`src/rtl/wb_copy_master_pkg.sv`:
```
`default_nettype none
// ============================================================================
// Module   : wb_copy_master_pkg
// Purpose  : Shared constants and state encoding for the Wishbone block-copy
//            initiator (wb_copy_master) and its ack timer.
// Contents : WB_ADR_W   - Wishbone word-address width
//            WB_DAT_W   - Wishbone data width
//            WB_SEL_ALL - full-word byte select
//            ST_*       - state encodings, state_t enum built from them
// Revision : 1.0 - initial release
// ============================================================================
package wb_copy_master_pkg;

  localparam int WB_ADR_W = 30;
  localparam int WB_DAT_W = 32;

  localparam logic [3:0] WB_SEL_ALL = 4'hF;

  localparam logic [2:0] ST_IDLE   = 3'd0;
  localparam logic [2:0] ST_RD_REQ = 3'd1;
  localparam logic [2:0] ST_RD_GAP = 3'd2;
  localparam logic [2:0] ST_WR_REQ = 3'd3;
  localparam logic [2:0] ST_WR_GAP = 3'd4;
  localparam logic [2:0] ST_FIN    = 3'd5;

  typedef enum logic [2:0] {
    S_IDLE   = ST_IDLE,
    S_RD_REQ = ST_RD_REQ,
    S_RD_GAP = ST_RD_GAP,
    S_WR_REQ = ST_WR_REQ,
    S_WR_GAP = ST_WR_GAP,
    S_FIN    = ST_FIN
  } state_t;

endpackage
`default_nettype wire

```
`src/rtl/wb_copy_master_ack_timer.sv`:
```
`default_nettype none
// ============================================================================
// Module   : wb_ack_timer
// Purpose  : Counts cycles spent waiting for a Wishbone ack. o_expired is
//            high during the TIMEOUT-th consecutive ack-less waiting cycle.
// Ports    : clk       - clock (rising edge)
//            rst_n     - asynchronous active-low reset
//            i_clear   - reload the counter to zero (outside request states)
//            i_wait    - a request is outstanding and no ack this cycle
//            o_expired - wait limit reached this cycle
// Revision : 1.0 - initial release
// ============================================================================
module wb_ack_timer #(
  parameter int TIMEOUT = 255   // must be >= 1
) (
  input  logic clk,
  input  logic rst_n,
  input  logic i_clear,
  input  logic i_wait,
  output logic o_expired
);

  localparam int CNT_W = $clog2(TIMEOUT + 1);
  localparam logic [CNT_W-1:0] c_limit = CNT_W'(TIMEOUT - 1);

  logic [CNT_W-1:0] r_cnt;

  // r_cnt holds the number of ack-less cycles already completed, so the
  // current cycle is the (r_cnt+1)-th one.
  assign o_expired = i_wait && (r_cnt == c_limit);

  always_ff @(posedge clk or negedge rst_n) begin
    if (!rst_n) begin
      r_cnt <= '0;
    end else if (i_clear) begin
      r_cnt <= '0;
    end else if (i_wait) begin
      r_cnt <= r_cnt + CNT_W'(1);
    end
  end

endmodule
`default_nettype wire

```
`src/rtl/wb_copy_master.sv`:
```
`default_nettype none
// ============================================================================
// Module   : wb_copy_master
// Purpose  : Wishbone classic-cycle initiator that copies a block of 32-bit
//            words from src to dst, or fills dst with a constant pattern.
//            The bus (cyc) is held for the whole job.
// Ports    : wb_clk_i, wb_rst_ni           - clock, async active-low reset
//            start_i, fill_i               - job request and job type
//            src_adr_i, dst_adr_i, len_i   - job addresses and word count
//            pattern_i                     - fill value
//            busy_o, done_o, err_o         - job status
//            wbm_*                         - Wishbone initiator port
// Revision : 1.0 - initial release
// ============================================================================
module wb_copy_master
  import wb_copy_master_pkg::*;
#(
  parameter int LEN_W   = 16,
  parameter int TIMEOUT = 255
) (
  input  logic                wb_clk_i,
  input  logic                wb_rst_ni,
  input  logic                start_i,
  input  logic                fill_i,
  input  logic [WB_ADR_W-1:0] src_adr_i,
  input  logic [WB_ADR_W-1:0] dst_adr_i,
  input  logic [LEN_W-1:0]    len_i,
  input  logic [WB_DAT_W-1:0] pattern_i,
  output logic                busy_o,
  output logic                done_o,
  output logic                err_o,
  output logic [WB_ADR_W-1:0] wbm_adr_o,
  output logic [WB_DAT_W-1:0] wbm_dat_o,
  input  logic [WB_DAT_W-1:0] wbm_dat_i,
  output logic                wbm_we_o,
  output logic [3:0]          wbm_sel_o,
  output logic                wbm_stb_o,
  output logic                wbm_cyc_o,
  input  logic                wbm_ack_i
);

  state_t              r_state, w_state_nx;
  logic [WB_ADR_W-1:0] r_src, w_src_nx;
  logic [WB_ADR_W-1:0] r_dst, w_dst_nx;
  logic [LEN_W-1:0]    r_rem, w_rem_nx;
  logic                r_fill, w_fill_nx;
  logic [WB_DAT_W-1:0] r_pattern, w_pattern_nx;
  logic [WB_DAT_W-1:0] r_rdata, w_rdata_nx;

  logic                w_err_nx, w_busy_nx, w_done_nx;
  logic                w_cyc_nx, w_stb_nx, w_we_nx;
  logic [WB_ADR_W-1:0] w_adr_nx;
  logic [WB_DAT_W-1:0] w_dat_nx;

  logic                w_is_req;
  logic                w_expired;

  assign wbm_sel_o = WB_SEL_ALL;

  // stb is high in every cycle of a request state, so this is also the
  // window in which an ack is honoured.
  assign w_is_req = (r_state == S_RD_REQ) || (r_state == S_WR_REQ);

  wb_ack_timer #(
    .TIMEOUT (TIMEOUT)
  ) u_ack_timer (
    .clk       (wb_clk_i),
    .rst_n     (wb_rst_ni),
    .i_clear   (!w_is_req),
    .i_wait    (w_is_req && !wbm_ack_i),
    .o_expired (w_expired)
  );

  always_comb begin
    w_state_nx   = r_state;
    w_src_nx     = r_src;
    w_dst_nx     = r_dst;
    w_rem_nx     = r_rem;
    w_fill_nx    = r_fill;
    w_pattern_nx = r_pattern;
    w_rdata_nx   = r_rdata;
    w_err_nx     = err_o;
    w_busy_nx    = busy_o;
    w_cyc_nx     = wbm_cyc_o;
    w_adr_nx     = wbm_adr_o;
    w_dat_nx     = wbm_dat_o;
    w_stb_nx     = 1'b0;
    w_we_nx      = 1'b0;
    w_done_nx    = 1'b0;

    case (r_state)
      S_IDLE: begin
        if (start_i) begin
          w_src_nx     = src_adr_i;
          w_dst_nx     = dst_adr_i;
          w_rem_nx     = len_i;
          w_fill_nx    = fill_i;
          w_pattern_nx = pattern_i;
          w_err_nx     = 1'b0;
          w_busy_nx    = 1'b1;
          if (len_i == '0)  w_state_nx = S_FIN;
          else if (fill_i)  w_state_nx = S_WR_REQ;
          else              w_state_nx = S_RD_REQ;
        end
      end
      S_RD_REQ: begin
        if (wbm_ack_i) begin
          w_rdata_nx = wbm_dat_i;
          w_state_nx = S_RD_GAP;
        end else if (w_expired) begin
          w_err_nx   = 1'b1;
          w_state_nx = S_FIN;
        end
      end
      S_RD_GAP: w_state_nx = S_WR_REQ;
      S_WR_REQ: begin
        if (wbm_ack_i) begin
          w_state_nx = S_WR_GAP;
        end else if (w_expired) begin
          w_err_nx   = 1'b1;
          w_state_nx = S_FIN;
        end
      end
      S_WR_GAP: begin
        w_rem_nx = r_rem - LEN_W'(1);
        w_src_nx = r_src + WB_ADR_W'(1);
        w_dst_nx = r_dst + WB_ADR_W'(1);
        if (w_rem_nx == '0) w_state_nx = S_FIN;
        else if (r_fill)    w_state_nx = S_WR_REQ;
        else                w_state_nx = S_RD_REQ;
      end
      S_FIN:   w_state_nx = S_IDLE;
      default: w_state_nx = S_IDLE;
    endcase

    // Bus outputs are registered, so derive them from the state being
    // entered and the address/data values that go with it.
    case (w_state_nx)
      S_RD_REQ: begin
        w_cyc_nx = 1'b1;
        w_stb_nx = 1'b1;
        w_adr_nx = w_src_nx;
      end
      S_WR_REQ: begin
        w_cyc_nx = 1'b1;
        w_stb_nx = 1'b1;
        w_we_nx  = 1'b1;
        w_adr_nx = w_dst_nx;
        w_dat_nx = w_fill_nx ? w_pattern_nx : w_rdata_nx;
      end
      S_FIN: begin
        w_cyc_nx  = 1'b0;
        w_busy_nx = 1'b0;
        w_done_nx = 1'b1;
      end
      default: ;
    endcase
  end

  always_ff @(posedge wb_clk_i or negedge wb_rst_ni) begin
    if (!wb_rst_ni) begin
      r_state   <= S_IDLE;
      r_src     <= '0;
      r_dst     <= '0;
      r_rem     <= '0;
      r_fill    <= 1'b0;
      r_pattern <= '0;
      r_rdata   <= '0;
      err_o     <= 1'b0;
      busy_o    <= 1'b0;
      done_o    <= 1'b0;
      wbm_cyc_o <= 1'b0;
      wbm_stb_o <= 1'b0;
      wbm_we_o  <= 1'b0;
      wbm_adr_o <= '0;
      wbm_dat_o <= '0;
    end else begin
      r_state   <= w_state_nx;
      r_src     <= w_src_nx;
      r_dst     <= w_dst_nx;
      r_rem     <= w_rem_nx;
      r_fill    <= w_fill_nx;
      r_pattern <= w_pattern_nx;
      r_rdata   <= w_rdata_nx;
      err_o     <= w_err_nx;
      busy_o    <= w_busy_nx;
      done_o    <= w_done_nx;
      wbm_cyc_o <= w_cyc_nx;
      wbm_stb_o <= w_stb_nx;
      wbm_we_o  <= w_we_nx;
      wbm_adr_o <= w_adr_nx;
      wbm_dat_o <= w_dat_nx;
    end
  end

endmodule
`default_nettype wire

```
`config.mk`:
```
export PLATFORM = sky130hd
export DESIGN_NAME = wb_copy_master
export DESIGN_NICKNAME = d
export VERILOG_FILES = /design/src/rtl/wb_copy_master_pkg.sv /design/src/rtl/wb_copy_master_ack_timer.sv /design/src/rtl/wb_copy_master.sv
export SDC_FILE = /design/constraint.sdc
export NUM_CORES = 1
export LEC_CHECK = 0
export ABC_CLOCK_PERIOD_IN_PS = 2850
export CORE_MARGIN = 4
export CORE_UTILIZATION = 38
export CTS_BUF_LIST = sky130_fd_sc_hd__clkbuf_4 sky130_fd_sc_hd__clkbuf_8
export CTS_CLUSTER_SIZE = 24
export DETAILED_ROUTE_END_ITERATION = 8
export SLEW_MARGIN = 20
export SYNTH_ARGS = -nofsm -noshare
export SYNTH_HDL_FRONTEND = slang
export SYNTH_SLANG_ARGS = --single-unit
```
`constraint.sdc`:
```
create_clock -name wb_clk_i -period 2.85 [get_ports wb_clk_i]
set_input_delay 0.285 -clock wb_clk_i [delete_from_list [all_inputs] [get_ports wb_clk_i]]
set_output_delay 0.285 -clock wb_clk_i [all_outputs]
set_load 0.02 [all_outputs]
```
# [After elaboration in Yosys (flattened, before gate mapping)]
# Cells that the tools add are included.
# Widths: inputs -> output; s select.
[totals] out_inout_bits=72 in_bits=145 reg_bits=220
[op_classes] n_eq_ne=12 n_reduce_logical=18 muxes=36 addsub=4
[ops] operator="$pmux 30 s2" count=3
[ops] operator="$mux 32" count=5
[ops] operator="$add 30x1->30 const B" count=2
[ops] operator="$mux 30" count=2
[ops] operator="$logic_not 16->1" count=2
[ops] operator="$pmux 16 s2" count=1
[ops] operator="$mux 3" count=6
[ops] operator="$mux 16" count=1
[ops] operator="$mux 8" count=2
[ops] operator="$sub 16x1->16 const B" count=1
[ops] operator="$pmux 3 s5" count=1
[ops] operator="$reduce_bool 2->1" count=6
[ops] operator="$mux 1" count=11
[ops] operator="$eq 3x2->1 const B" count=3
[ops] operator="$add 8x1->8 const B" count=1
[ops] operator="$eq 8x8->1 const B" count=1
[ops] operator="$eq 3x1->1 const B" count=2
[ops] operator="$eq 3x3->1 const B" count=2
[ops] operator="$mux 2" count=2
[ops] operator="$ne 2x1->1 const B" count=2
[ops] operator="$ne 2x2->1 const B" count=2
[ops] operator="$pmux 1 s2" count=2
[ops] operator="$reduce_and 2->1" count=2
[ops] operator="$reduce_and 4->1" count=1
[ops] operator="other kinds (5)" count=7

# [Depth between registers and ports, before layout]
[logic_depth] depth_word=10 ltp_mapped=12 ltp_nobuf=10

# [By module]
# Synthesis repeated with hierarchy kept, for this count alone.
[hier_totals] cells_unflattened=1176 hier_area_um2=11427.2
[modules_own_cells] module="wb_copy_master" cells_per_inst=1135 n_inst=1 area_per_inst_um2=11015.6
[modules_own_cells] module="wb_ack_timer" cells_per_inst=41 n_inst=1 area_per_inst_um2=411.6

# [Worst setup path before layout]
# Ideal clock, no wire load.
[synth_path] path_kind="register to register" from="register r_rem[1]" to="register busy_o" n_path_buf=0 stages_incl_launch_ff=10 t_arrival_ps=2409 slack_ps=320 setup_ps=121 cell_sequence="dfrtp_1 inv_1 ha_1 nor3b_2 a21boi_0 nor4_1 nand4_1 or3_1 a22o_1 o22a_1"
[synth_between] elab_chain_len=7 elab_cells_between_ends=9 cone_classes="add/sub: 1; eq/ne: 1; mux: 3; reduce/logical: 4"
[synth_lines] element="start: declaration" line="wb_copy_master.sv:45" rtl="logic [LEN_W-1:0] r_rem, w_rem_nx;"
[synth_lines] element="start signal: assignment" line="wb_copy_master.sv:181" rtl="r_rem <= w_rem_nx;"
[synth_lines] element="$sub 16x1->16 (*)" line="wb_copy_master.sv:125" rtl="w_rem_nx = r_rem - LEN_W'(1);"
[synth_lines] element="$logic_not 16->1 (*)" line="wb_copy_master.sv:128" rtl="if (w_rem_nx == '0) w_state_nx = S_FIN;"
[synth_lines] element="$mux 3 (*)" line="wb_copy_master.sv:128"
[synth_lines] element="$pmux 3 s5 (*)" line="wb_copy_master.sv:91" rtl="case (r_state)"
[synth_lines] element="$eq 3x3->1 (*)" line="wb_copy_master.sv:138" rtl="case (w_state_nx)"
[synth_lines] element="$reduce_bool 2->1 (no source line)"
[synth_lines] element="$reduce_and 2->1 (no source line)"
[synth_lines] element="end signal: assignment" line="wb_copy_master.sv:186" rtl="busy_o <= w_busy_nx;"
[synth_lines] element="end: declaration" line="wb_copy_master.sv:29" rtl="output logic busy_o,"
# Every way passes the cells marked *; elsewhere a longest branch is shown, timed or not.
# A chain may end at the register's enable or synchronous reset.

# [Final worst setup path]
[layout_path] from="register r_rem[0]" to="register wbm_adr_o[6]"
[layout_between] elab_chain_len=6 elab_cells_between_ends=8 cone_classes="add/sub: 1; eq/ne: 2; mux: 3; reduce/logical: 2"
[layout_lines] element="$sub 16x1->16 (*)" line="wb_copy_master.sv:125"
[layout_lines] element="$logic_not 16->1 (*)" line="wb_copy_master.sv:128"
[layout_lines] element="$mux 3 (*)" line="wb_copy_master.sv:128"
[layout_lines] element="$pmux 3 s5 (*)" line="wb_copy_master.sv:91"
[layout_lines] element="$eq 3x2->1 or $eq 3x1->1 (tied branches)" line="wb_copy_master.sv:138"
[layout_lines] element="$pmux 30 s2 or $reduce_bool 2->1 (tied branches)"
[layout_lines] element="end signal: assignment" line="wb_copy_master.sv:191" rtl="wbm_adr_o <= w_adr_nx;"
[layout_lines] element="end: declaration" line="wb_copy_master.sv:32" rtl="output logic [WB_ADR_W-1:0] wbm_adr_o,"
# Marks and branches as above.

==> impl_metrics.toml <==
[logic_synthesis]
synthTopCellsByArea = "dfrtp_1, nand2_1, mux2i_1, nor2_1, mux2_2"
synthDistinctLibCells = 72
synth-edff-count = 0
postSynth.asyncResetShare_pct = 100
avgSynthCellArea_um2 = 9.22
synth_seq_area_share_pct = 47.8
synthDominantCellAreaShare_pct = 47.8
synth_top_area_cell = "dfrtp_1"
synth.yosys.warnings = 0
netlist_top_cells_count = "dfrtp_1, nand2_1, nor2_1"
synth_top_flop_cell = "dfrtp_1"
synth.ff_latch_count = 220
mappedNetlistArea_um2 = 11500
synthMostInstantiatedCell = "dfrtp_1"
post_synth_inst_count = 1250

[sta]
number_of_hold_slack_violations_in_the_final_timing_report = 0
slew_headroom_pct = 43.5
grt_setup_unrepaired = "no"
totalNegativeSetupSlack_ns = 0
max_freq_mhz = 375
tightest_slew_ns = 0.837
fin_skew_ns = 0.0294
fin_crit_sh_pct = 93.5
setup_viol = 0
finalCriticalPeriod_ns = 2.66
final-max-slew-violation-count = 0

[worst_setup_path]
worst_path_largest_cell_delay_ns = 0.35
critPathMaxFanout = 9
crit_path_top_delay_cell = "dfrtp_1"
worstPathCellList = "inv_1 > ha_1 > buf_4 > xnor2_1 > nand4_1 > nor4_1 > buf_4 > and4_4 > o211a_4 > buf_4 > buf_4 > mux2i_1 > o21ai_0"
cp-startpoint = "r_rem[0]"
data_required_time_of_the_worst_path_ns = 3.27
critPathLaunchType = "flip-flop"
cp.arrival_ns = 3.08
setup.worst_path.class = "flip-flop to flip-flop"
cp-end-kind = "flip-flop"
critPathMostFrequentCell = "buf_4"
r2r_start = "r_rem[0]"

[clocking]
clock_tree.htree_level_count = 2
clock_tree_from_tritoncts = "done"
cts_buf_count = 40
clock_path_buffers = 3
clock_latency_of_the_later_clocked_register_in_the_worst_skew_pair_ns = 0.54
cts-root-buf = "clkbuf_8"
number_of_sinks_handled_by_clock_tree_synthesis = 220
cts.clk_slew.worst_paths_ns = 0.06

[layout]
area_growth_pct = 32.6
final_std_cells_w_o_fill = 1898
n_antenna_cell = 0
drive_gt1_share_pct = 13.8
num-fill-cells = 2798
nets = 1629

[pwr]
share_of_power_burned_in_the_clock_network_pct = 19.7
power.density_cell_area_nw_per_um2 = 1130
power.share.sequential_pct = 32.6
power.net_switching_uw = 7030
power.combinational.fraction_pct = 47.7
p_sw_share_pct = 40.8
peakVddDrop_v = 0.000544
cellLeakagePower_uw = 0.00654
p_int_uw = 10200

[drt]
drt_pass1_iterations = 5
avgViaCountPerCell = 5.40
wirelength_mm = 35.6
final_ant_viol_nets = 0
detailedRoute.firstIterationViolations = 664
routedWlPerCell_um = 18.7
vias = 10200
drt_drc_violations_left = 0

[hold_path]
min-delay-start = "pattern_i[0]"
holdCritPathClass = "input port to flip-flop"

[grt]
grt_start_max_net_pins = 73
antenna_found_initial = 0
globalRoute.totalOverflow = 0
global_route.usage.total_pct = 20.9
wire_length_of_the_first_global_routing_pass_mm = 56.4
grt_pass1_vias = 10200

[floorplanning]
std_cell_rows = 63
dieWidth_um = 182
floorplan.io_pins = 217
fp.coreArea_um2 = 29800
die_area_um2 = 33200
start_util_pct = 38.7
fp.dieH_um = 182

[place]
placement.io_buffers = 212
post-place-cells = 1824
gpl.final_weighted_congestion = 0.884
post-dp-hpwl_mm = 24.7

[outcome]
run_status = "complete, no violations"

[job]
drv_cap = 0
==> routing by layer <==
metal | GRT usage [%] | share of wire, % | up-vias
li1 | - | - | 4979
met1 | 28.2 | 44 | 4920
met2 | 34.5 | 48 | 295
met3 | 3.83 | 5.6 | 53
met4 | 5.91 | 2.4 | 0
met5 | 0 | 0 | -
==> through the flow <==
step | hold WS [ns] | setup slack, ns | power, uW | utilization [%] | area, um^2
3_5_place_dp | 0.304 | 0.0242 | 13800 | 48.1 | 14300
2_1_floorplan | -0.0106 | 0.320 | 10800 | - | 11500
3_3_place_gp | 0.300 | 0.103 | 13700 | 48.1 | 14300
4_1_cts | 0.265 | 0.00672 | 17300 | 51.2 | 15300
6_report | 0.301 | 0.186 | 17200 | 51.3 | 15300
5_1_grt | 0.290 | 0.0223 | 18500 | 51.3 | 15300
==> timing repair <==
action                                 in CTS  in global routing
setup buffers                               0                  1
hold buffers                                1                  0
resized for setup                           0                  3
setup endpoints to repair                   0                 43
endpoints found under the hold margin      67                  0
==> area by class of cell <==
class	count	area [um^2]	share of cell area, %
clock inverters	9	100	0.655
clock buffers	63	823	5.39
repair buffers	274	2730	17.8
inverters	24	103	0.671
well taps	390	488	3.19
flip-flops and latches	220	5510	36.0
multi-input cells	918	5540	36.2
==> path summary, 6_finish.rpt <==
check                                 to  slack, ns  cells after the start
min reg2reg                r_pattern[29]       0.47                      2
max                         wbm_adr_o[6]       0.19                     13
max reg2reg                 wbm_adr_o[6]       0.19                     13
min                         r_pattern[0]       0.30                      3
max in group asynchronous    r_rdata[17]       1.65                      3
min in group asynchronous      r_rem[14]       0.31                      2
==> state kept, by name, summed over array words and instances (netlist names) <==
name and flops:
r_fill 1, busy_o 1, err_o 1, r_pattern 32, r_state 3, done_o 1, r_dst 30, wbm_stb_o 1
u_ack_timer.r_cnt 8, wbm_cyc_o 1, wbm_dat_o 32, wbm_we_o 1, wbm_adr_o 30, r_rem 16, r_rdata 32, r_src 30
==> cell usage in the layout (no fill, tap or decap), types with 6 or more instances in the layout <==
master | synthesis | layout
nand3_1 | 61 | 60
clkbuf_8 | 0 | 56
and4_1 | 6 | 6
a221oi_1 | 6 | 6
nor3_1 | 22 | 21
or2_2 | 6 | 7
nand2b_1 | 6 | 6
nand4_1 | 19 | 19
nand2_1 | 200 | 200
nor2_1 | 106 | 105
a21oi_1 | 57 | 57
ha_1 | 6 | 6
inv_1 | 22 | 22
o211ai_1 | 25 | 25
clkbuf_4 | 0 | 7
clkdlybuf4s50_1 | 0 | 210
dfrtp_1 | 220 | 219
o22ai_1 | 24 | 24
a311oi_1 | 6 | 6
o21ai_1 | 48 | 48
mux2_2 | 33 | 33
buf_12 | 2 | 11
o311ai_0 | 9 | 9
and3_1 | 10 | 9
o21ai_0 | 74 | 74
buf_4 | 7 | 50
mux2i_1 | 73 | 73
nor4_1 | 14 | 13
==> critical path, delay by kind of cell, from the launching register on <==
kind                       cells  cell delay [ns]
and+or+nand+nor                3             0.65
DFF                            1             0.35
xor gates and xnor gates       1             0.13
AOI/OAI and AO/OA              2             0.32
muxes                          1             0.16
buffers and inverters          5             0.73
adders and majority gates      1             0.20
==> power by group through the flow <==
stage          registers (uW)  logic (uW)  clock network (uW)
2_1_floorplan            5810        4970                   0
3_3_place_gp             5590        8100                   0
3_5_place_dp             5630        8210                   0
4_1_cts                  5600        8230                3480
5_1_grt                  5810        9020                3640
6_report                 5610        8210                3390
==> kinds of logic after synthesis <==
group           synth area share [%]
compound gates                  16.5
xor+xnor                       0.760
fa+ha+maj                      0.651
buf+inv                         4.75
flops                           47.8
mux                             9.56
other cells                   0.0325
simple gates                    20.0
(Power assumes the default switching activity.)
